===== src/rtl/rom_read_arbiter.sv =====
`default_nettype none
// ============================================================================
// Module  : rom_read_arbiter
// Brief   : Two-requester read sequencer for a 32x8 ROM read port with
//           registered grant/valid handshake and a programmable access time.
//           Define ROM_ARB_FIXED_PRIO_EN for fixed priority (req[0] wins).
// Revision: 1.0
// ============================================================================
module rom_read_arbiter #(
   parameter int ADDR_W   = 5,
   parameter int DATA_W   = 8,
   parameter int WAIT_CYC = 1
) (
   input  logic              clk,
   input  logic              rst,
   input  logic [1:0]        req,
   input  logic [ADDR_W-1:0] addr0,
   input  logic [ADDR_W-1:0] addr1,
   output logic [1:0]        gnt,
   output logic [1:0]        valid,
   output logic [DATA_W-1:0] data_o,
   output logic              busy,
   output logic [7:0]        rd_count,
   output logic [ADDR_W-1:0] rom_addr,
   output logic              rom_read_en,
   input  logic [DATA_W-1:0] rom_data
);

   localparam logic [3:0] c_wait_init = 4'(WAIT_CYC);

   typedef enum logic [1:0] {
      S_IDLE   = 2'd0,
      S_ACCESS = 2'd1,
      S_RESP   = 2'd2
   } state_t;

   state_t              r_state, w_state_nxt;
   logic [3:0]          r_wait, w_wait_nxt;
   logic                r_win, w_win_nxt;
   logic [1:0]          r_gnt, w_gnt_nxt;
   logic [1:0]          r_valid, w_valid_nxt;
   logic [DATA_W-1:0]   r_data, w_data_nxt;
   logic [7:0]          r_count, w_count_nxt;
   logic [ADDR_W-1:0]   r_rom_addr, w_rom_addr_nxt;
   logic                r_rom_en, w_rom_en_nxt;
   logic                r_busy;
   logic                w_pick;

`ifdef ROM_ARB_FIXED_PRIO_EN
   assign w_pick = ~req[0];
`else
   logic r_last, w_last_nxt;

   // Under contention the requester that did not win last time is served.
   assign w_pick = (req == 2'b11) ? ~r_last : req[1];
`endif

   always_comb begin
      w_state_nxt    = r_state;
      w_wait_nxt     = r_wait;
      w_win_nxt      = r_win;
      w_gnt_nxt      = 2'b00;
      w_valid_nxt    = 2'b00;
      w_data_nxt     = r_data;
      w_count_nxt    = r_count;
      w_rom_addr_nxt = '0;
      w_rom_en_nxt   = 1'b0;
`ifndef ROM_ARB_FIXED_PRIO_EN
      w_last_nxt     = r_last;
`endif
      case (r_state)
         S_IDLE: begin
            if (req != 2'b00) begin
               w_state_nxt    = S_ACCESS;
               w_wait_nxt     = c_wait_init;
               w_win_nxt      = w_pick;
               w_gnt_nxt      = w_pick ? 2'b10 : 2'b01;
               w_rom_en_nxt   = 1'b1;
               w_rom_addr_nxt = w_pick ? addr1 : addr0;
`ifndef ROM_ARB_FIXED_PRIO_EN
               w_last_nxt     = w_pick;
`endif
            end
         end
         S_ACCESS: begin
            w_wait_nxt = r_wait - 4'd1;
            if (r_wait == 4'd1) begin
               // Last access cycle: ROM data is stable, capture and release the bus.
               w_state_nxt = S_RESP;
               w_data_nxt  = rom_data;
               w_valid_nxt = r_win ? 2'b10 : 2'b01;
               w_count_nxt = r_count + 8'd1;
            end else begin
               w_rom_en_nxt   = 1'b1;
               w_rom_addr_nxt = r_rom_addr;
            end
         end
         S_RESP: begin
            w_state_nxt = S_IDLE;
         end
         default: begin
            w_state_nxt = S_IDLE;
         end
      endcase
   end

   always_ff @(posedge clk or posedge rst) begin
      if (rst) begin
         r_state    <= S_IDLE;
         r_wait     <= 4'd0;
         r_win      <= 1'b0;
         r_gnt      <= 2'b00;
         r_valid    <= 2'b00;
         r_data     <= '0;
         r_count    <= 8'd0;
         r_rom_addr <= '0;
         r_rom_en   <= 1'b0;
         r_busy     <= 1'b0;
      end else begin
         r_state    <= w_state_nxt;
         r_wait     <= w_wait_nxt;
         r_win      <= w_win_nxt;
         r_gnt      <= w_gnt_nxt;
         r_valid    <= w_valid_nxt;
         r_data     <= w_data_nxt;
         r_count    <= w_count_nxt;
         r_rom_addr <= w_rom_addr_nxt;
         r_rom_en   <= w_rom_en_nxt;
         r_busy     <= (w_state_nxt != S_IDLE);
      end
   end

`ifndef ROM_ARB_FIXED_PRIO_EN
   // Reset to 1 so requester 0 wins the first contention.
   always_ff @(posedge clk or posedge rst) begin
      if (rst) begin
         r_last <= 1'b1;
      end else begin
         r_last <= w_last_nxt;
      end
   end
`endif

   assign gnt         = r_gnt;
   assign valid       = r_valid;
   assign data_o      = r_data;
   assign busy        = r_busy;
   assign rd_count    = r_count;
   assign rom_addr    = r_rom_addr;
   assign rom_read_en = r_rom_en;

endmodule
`default_nettype wire


===== config.mk =====
export PLATFORM = sky130hd
export DESIGN_NAME = rom_read_arbiter
export DESIGN_NICKNAME = d
export VERILOG_FILES = /design/src/rtl/rom_read_arbiter.sv
export SDC_FILE = /design/constraint.sdc
export NUM_CORES = 1
export LEC_CHECK = 0
export CAP_MARGIN = 15
export CORE_UTILIZATION = 48
export DETAILED_ROUTE_END_ITERATION = 10
export PLACE_DENSITY = 0.82
export SYNTH_ARGS = -nofsm -noshare
export SYNTH_HDL_FRONTEND = slang
export SYNTH_SLANG_ARGS = --single-unit
export TNS_END_PERCENT = 30

===== constraint.sdc =====
create_clock -name clk -period 3.35 [get_ports clk]
set_input_delay 0.67 -clock clk [delete_from_list [all_inputs] [get_ports clk]]
set_output_delay 0.67 -clock clk [all_outputs]
set_load 0.03 [all_outputs]

; ---- Word-level counts from Yosys, hierarchy flattened
; Cells that the tools add are included.
[classes]
shift = 0
mux = 19
magnitude_cmp = 0
add_sub_neg = 2
n_div = 0
eq_ne = 5
mul = 0
n_bitwise = 1
n_reduce_logical = 7
[ops]
columns = cell, n
row1 = $mux W2, 8
row2 = $mux W5, 3
row3 = $pmux W5 S2, 1
row4 = $add A8 B1 Y8 const B, 1
row5 = $pmux W4 S2, 1
row6 = $reduce_and A2 Y1, 3
row7 = $reduce_bool A2 Y1, 3
row8 = $eq A4 B1 Y1 const B, 1
row9 = $mux W4, 1
row10 = $ne A2 B2 Y1 const B, 2
row11 = $pmux W2 S2, 1
row12 = $sub A4 B1 Y4 const B, 1
row13 = $mux W1, 3
row14 = $eq A2 B1 Y1 const B, 1
row15 = $eq A2 B2 Y1 const B, 1
row16 = $logic_not A2 Y1, 1
row17 = $pmux W1 S2, 1
row18 = $not A1 Y1, 1
[word_totals]
regBits = 35
ram_bits = 0
mem_bits_ro = 0
inputBits = 22
latchBits = 0
n_memories = 0

; ---- Logic depth before layout (Yosys ltp)
[depth]
depth_word = 5
depth_mapped = 6

; ---- Worst setup path before layout
; Ideal clock, no wire load.
[synth_path]
path_type = reg-to-reg
startpoint = reg r_wait[1]
endpoint = reg r_rom_addr[0], in the netlist rom_addr[0]
n_path_buf = 1
setup_slack_ps = 1904
path_stages_with_launch = 7
setup_ps = 126
t_arrival_ps = 1320
path_cell_list = dfrtp_1 > inv_1 > ha_1 > nor3b_2 > buf_4 > nor2_2 > a221o_1
[synth_via]
elab_chain_cells = 2
[synth_lines]
columns = item, line_no
row1 = "start, declared", 38  ; logic [3:0] r_wait, w_wait_nxt;
row2 = "start signal, assigned", 121  ; r_wait <= w_wait_nxt;
row3 = $eq A4 B1 Y1, 87  ; if (r_wait == 4'd1) begin
row4 = $ne A2 B2 Y1 (no line), --
row5 = "end signal, assigned", 127  ; r_rom_addr <= w_rom_addr_nxt;
row6 = "end, declared", 44  ; logic [ADDR_W-1:0] r_rom_addr, w_rom_addr_nxt;
; No other way between the ends.
; A chain may end at the register's enable or synchronous reset.

; ---- Worst setup path after layout
[layout_path]
startpoint = reg r_count[2], in the netlist rd_count[2]
endpoint = out rd_count[2]
[layout_rtl]
columns = item, line_no
row1 = "start, declared", 43  ; logic [7:0] r_count, w_count_nxt;
row2 = "start signal, assigned", 126  ; r_count <= w_count_nxt;
row3 = "end, declared", 23  ; output logic [7:0] rd_count,
; No word-level cell between the ends.

==> results.toml <==
[run_status]
status = "finished with violations"
violations = "DRC"

[timing]
rsz0062_at_grt = "no"
finalCritPeriodShare = 0.641
tns_ps = 0
clock_skew_ps = 4.98
fmax_mhz = 466
hold_viol_final = 0
finalSetupViolCount = 0
relSlewSlack = 0.553
slew_viol_final = 0
tightestPinTransition_ps = 667
fin_crit_ps = 2150

[clock_tree]
htree_levels = 2
clk_latency_ps = 340
cts_tree = "done"
cts_root_buf = "clkbuf_4"
cts_setup_buffers = 0
cts_resized = 0
holdBufCountCts = 0
clkTransAtPathRegs_ps = 110
cts_buffers = 5
cts_sinks = 35
clock_path_buffers = 2

[floorplan]
rows = 19
floorplan.initialDensity = 0.521
die_w_um = 57.7
die_h_um = 57.7
core_area_um2 = 2850
ioPinCount = 49
dieArea_um2 = 3330

[worst_setup_path]
setup.worst_path.class = "register to output port"
path_buf_inv = 1
endpoint_kind = "output port"
cp.required_ps = 2680
cp_top_family = "buffers and inverters"
arrival_ps = 1480
critPathMaxStageDelay_ps = 700
r2r_slack_ps = 1240
worstReg2RegStart = "r_wait[1]$_DFFE_PP0P_"
path_cells = "clkdlybuf4s50_1"
start_kind = "register"
cp_slowest_cell = "clkdlybuf4s50_1"
regToRegEndpoint = "data_o[2]$_DFFE_PP0P_"
worst_r2r_path_depth = 5
cp_max_fo = 5

[min_path]
worstHoldStart = "r_win$_DFFE_PP0P_"
hold_path_depth = 1
whs_endpoint = "valid[0]$_DFF_PP0_"
hold_path.class = "register to register"

[power_and_ir_drop]
p_comb_frac = 0.499
p_clk_frac = 0.170
seq_power_share = 0.331
swShare = 0.399
internal_power_mw = 1.34
cellPowerDensity_nw_per_um2 = 1060
p_sw_mw = 0.889
leakagePower_nw = 0.958
ir_drop_v = 0.000684

[yosys]
avgSynthCellArea_um2 = 13.4
synth_edf_count = 0
synthAdderAreaFrac = 0.0252
synth_cells = 111
synth-main-ff-cell = "dfrtp_1"
synthSimpleGateAreaFrac = 0.125
async_flop_share = 1.00
synth_nets = 136
yosysWarningCount = 0
syn-cell-area_um2 = 1490
synth.area.mux_share = 0.106
synth_xor_area_frac = 0.0471
synth_top_family_by_area = "simple AND/OR/NAND/NOR gates"
synthDistinctLibCells = 37
synth-compound-area-share = 0.0807
synth-seq-cells = 35
ys_seq_area_frac = 0.590

[detailed_routing]
first_iter_violations = 34
drt-total-wl_um = 3200
final_antenna_net_count = 0
vias_per_cell = 5.45
route.detailed.drc = 1
vias = 1068
drtPass1Iterations = 10
wl_per_cell_um = 16.3

[run]
cap_violations = 0

[grt]
grt_first_pass_wirelength_um = 5360
antenna_found_initial = 0
grtUsageTotal = 0.220
grt-ovfl-total = 0
grt_pass1_vias = 1121
grt_max_degree = 19

[final_layout]
mostFrequentLayoutCells = "clkdlybuf4s50_1 (48), dfrtp_1 (34), mux2_4 (7)"
drive_gt1_frac = 0.133
layout.nets = 189
diodes = 0
instances_no_fill = 196
final_common_cell = "clkdlybuf4s50_1"
layout-area-overhead-vs-synth_pct = 40.9

[place]
place.gp.congestion = 0.742
placed_cells = 188
dp_hpwl_um = 2340
port_buffers = 48
state kept, by name, summed over array words and instances (netlist names):
signal       flops
rom_read_en      1
rom_addr         5
gnt              2
busy             1
r_wait           4
rd_count         8
r_win            1
data_o           8
r_last           1
valid            2
r_state          2
through the flow:
stage               power [mW]   util  hold WS (ps)  setup WS (ps)  instance area, um2
floorplan                 1.47      -           418           1900                1490
global placement          1.80  0.698           460           1350                1990
detailed placement        1.85  0.698           466           1250                1990
CTS                       2.24  0.735           485           1180                2100
global route              2.35  0.735           509           1080                2100
finish                    2.23  0.735           466           1200                2100
how the worst max path moves through the flow:
stage / from / endpoint / slack (ps) / cells past startpoint
after floorplan: r_wait[1]$_DFFE_PP0P_ / rom_addr[0]$_DFFE_PP0P_ / 1900 / 6
after global placement: r_wait[1]$_DFFE_PP0P_ / data_o[2]$_DFFE_PP0P_ / 1350 / 5
after detailed placement: r_wait[1]$_DFFE_PP0P_ / data_o[2]$_DFFE_PP0P_ / 1250 / 5
after CTS: rd_count[2]$_DFFE_PP0P_ / rd_count[2] / 1180 / 1
after global routing: r_wait[1]$_DFFE_PP0P_ / data_o[2]$_DFFE_PP0P_ / 1080 / 5
final: rd_count[2]$_DFFE_PP0P_ / rd_count[2] / 1200 / 1
area by class of cell:
class	count	area, um2
clock buffer	5	37.5
sequential	35	877
clock inverter	3	67.6
fill	196	757
inverter	4	15.0
tap	31	38.8
multi-input combinational	69	572
timing repair buffer	49	488
cells in the mapped netlist (all sizes together) (3+ instances only):
cell     instances  share of area
dfrtp           34           0.57
mux2             9          0.086
nor2             6          0.017
xnor2            6          0.035
and3             4          0.017
inv              4          0.010
o21ai            4          0.013
buf              3          0.016
ha               3          0.025
mux2i            3          0.020
nand2            3         0.0093
nand4            3          0.013
o2bb2ai          3          0.018
cell families after synthesis:
group / after synthesis
compound gates: 16
xor+xnor: 8
fa+ha+maj: 3
buf+inv: 7
flops: 35
mux: 12
simple gates: 30
metal layers:
layer | vias up | routed length (um) | global-route usage | share of wire
li1 | 502 | - | - | -
met1 | 521 | 1330 | 0.268 | 0.41
met2 | 37 | 1660 | 0.374 | 0.52
met3 | 8 | 157 | 0.0692 | 0.049
met4 | 0 | 54 | 0.0714 | 0.017
met5 | - | 0 | 0 | 0
power by group through the flow:
stage                     Clock (mW)  Sequential (mW)  Combinational [mW]
final                          0.379            0.736                1.11
after global routing           0.406            0.758                1.18
after CTS                      0.389            0.736                1.12
after detailed placement           0            0.745                1.11
after global placement             0            0.732                1.07
after floorplan                    0            0.983               0.485
Power figures use the tool's default switching activity.
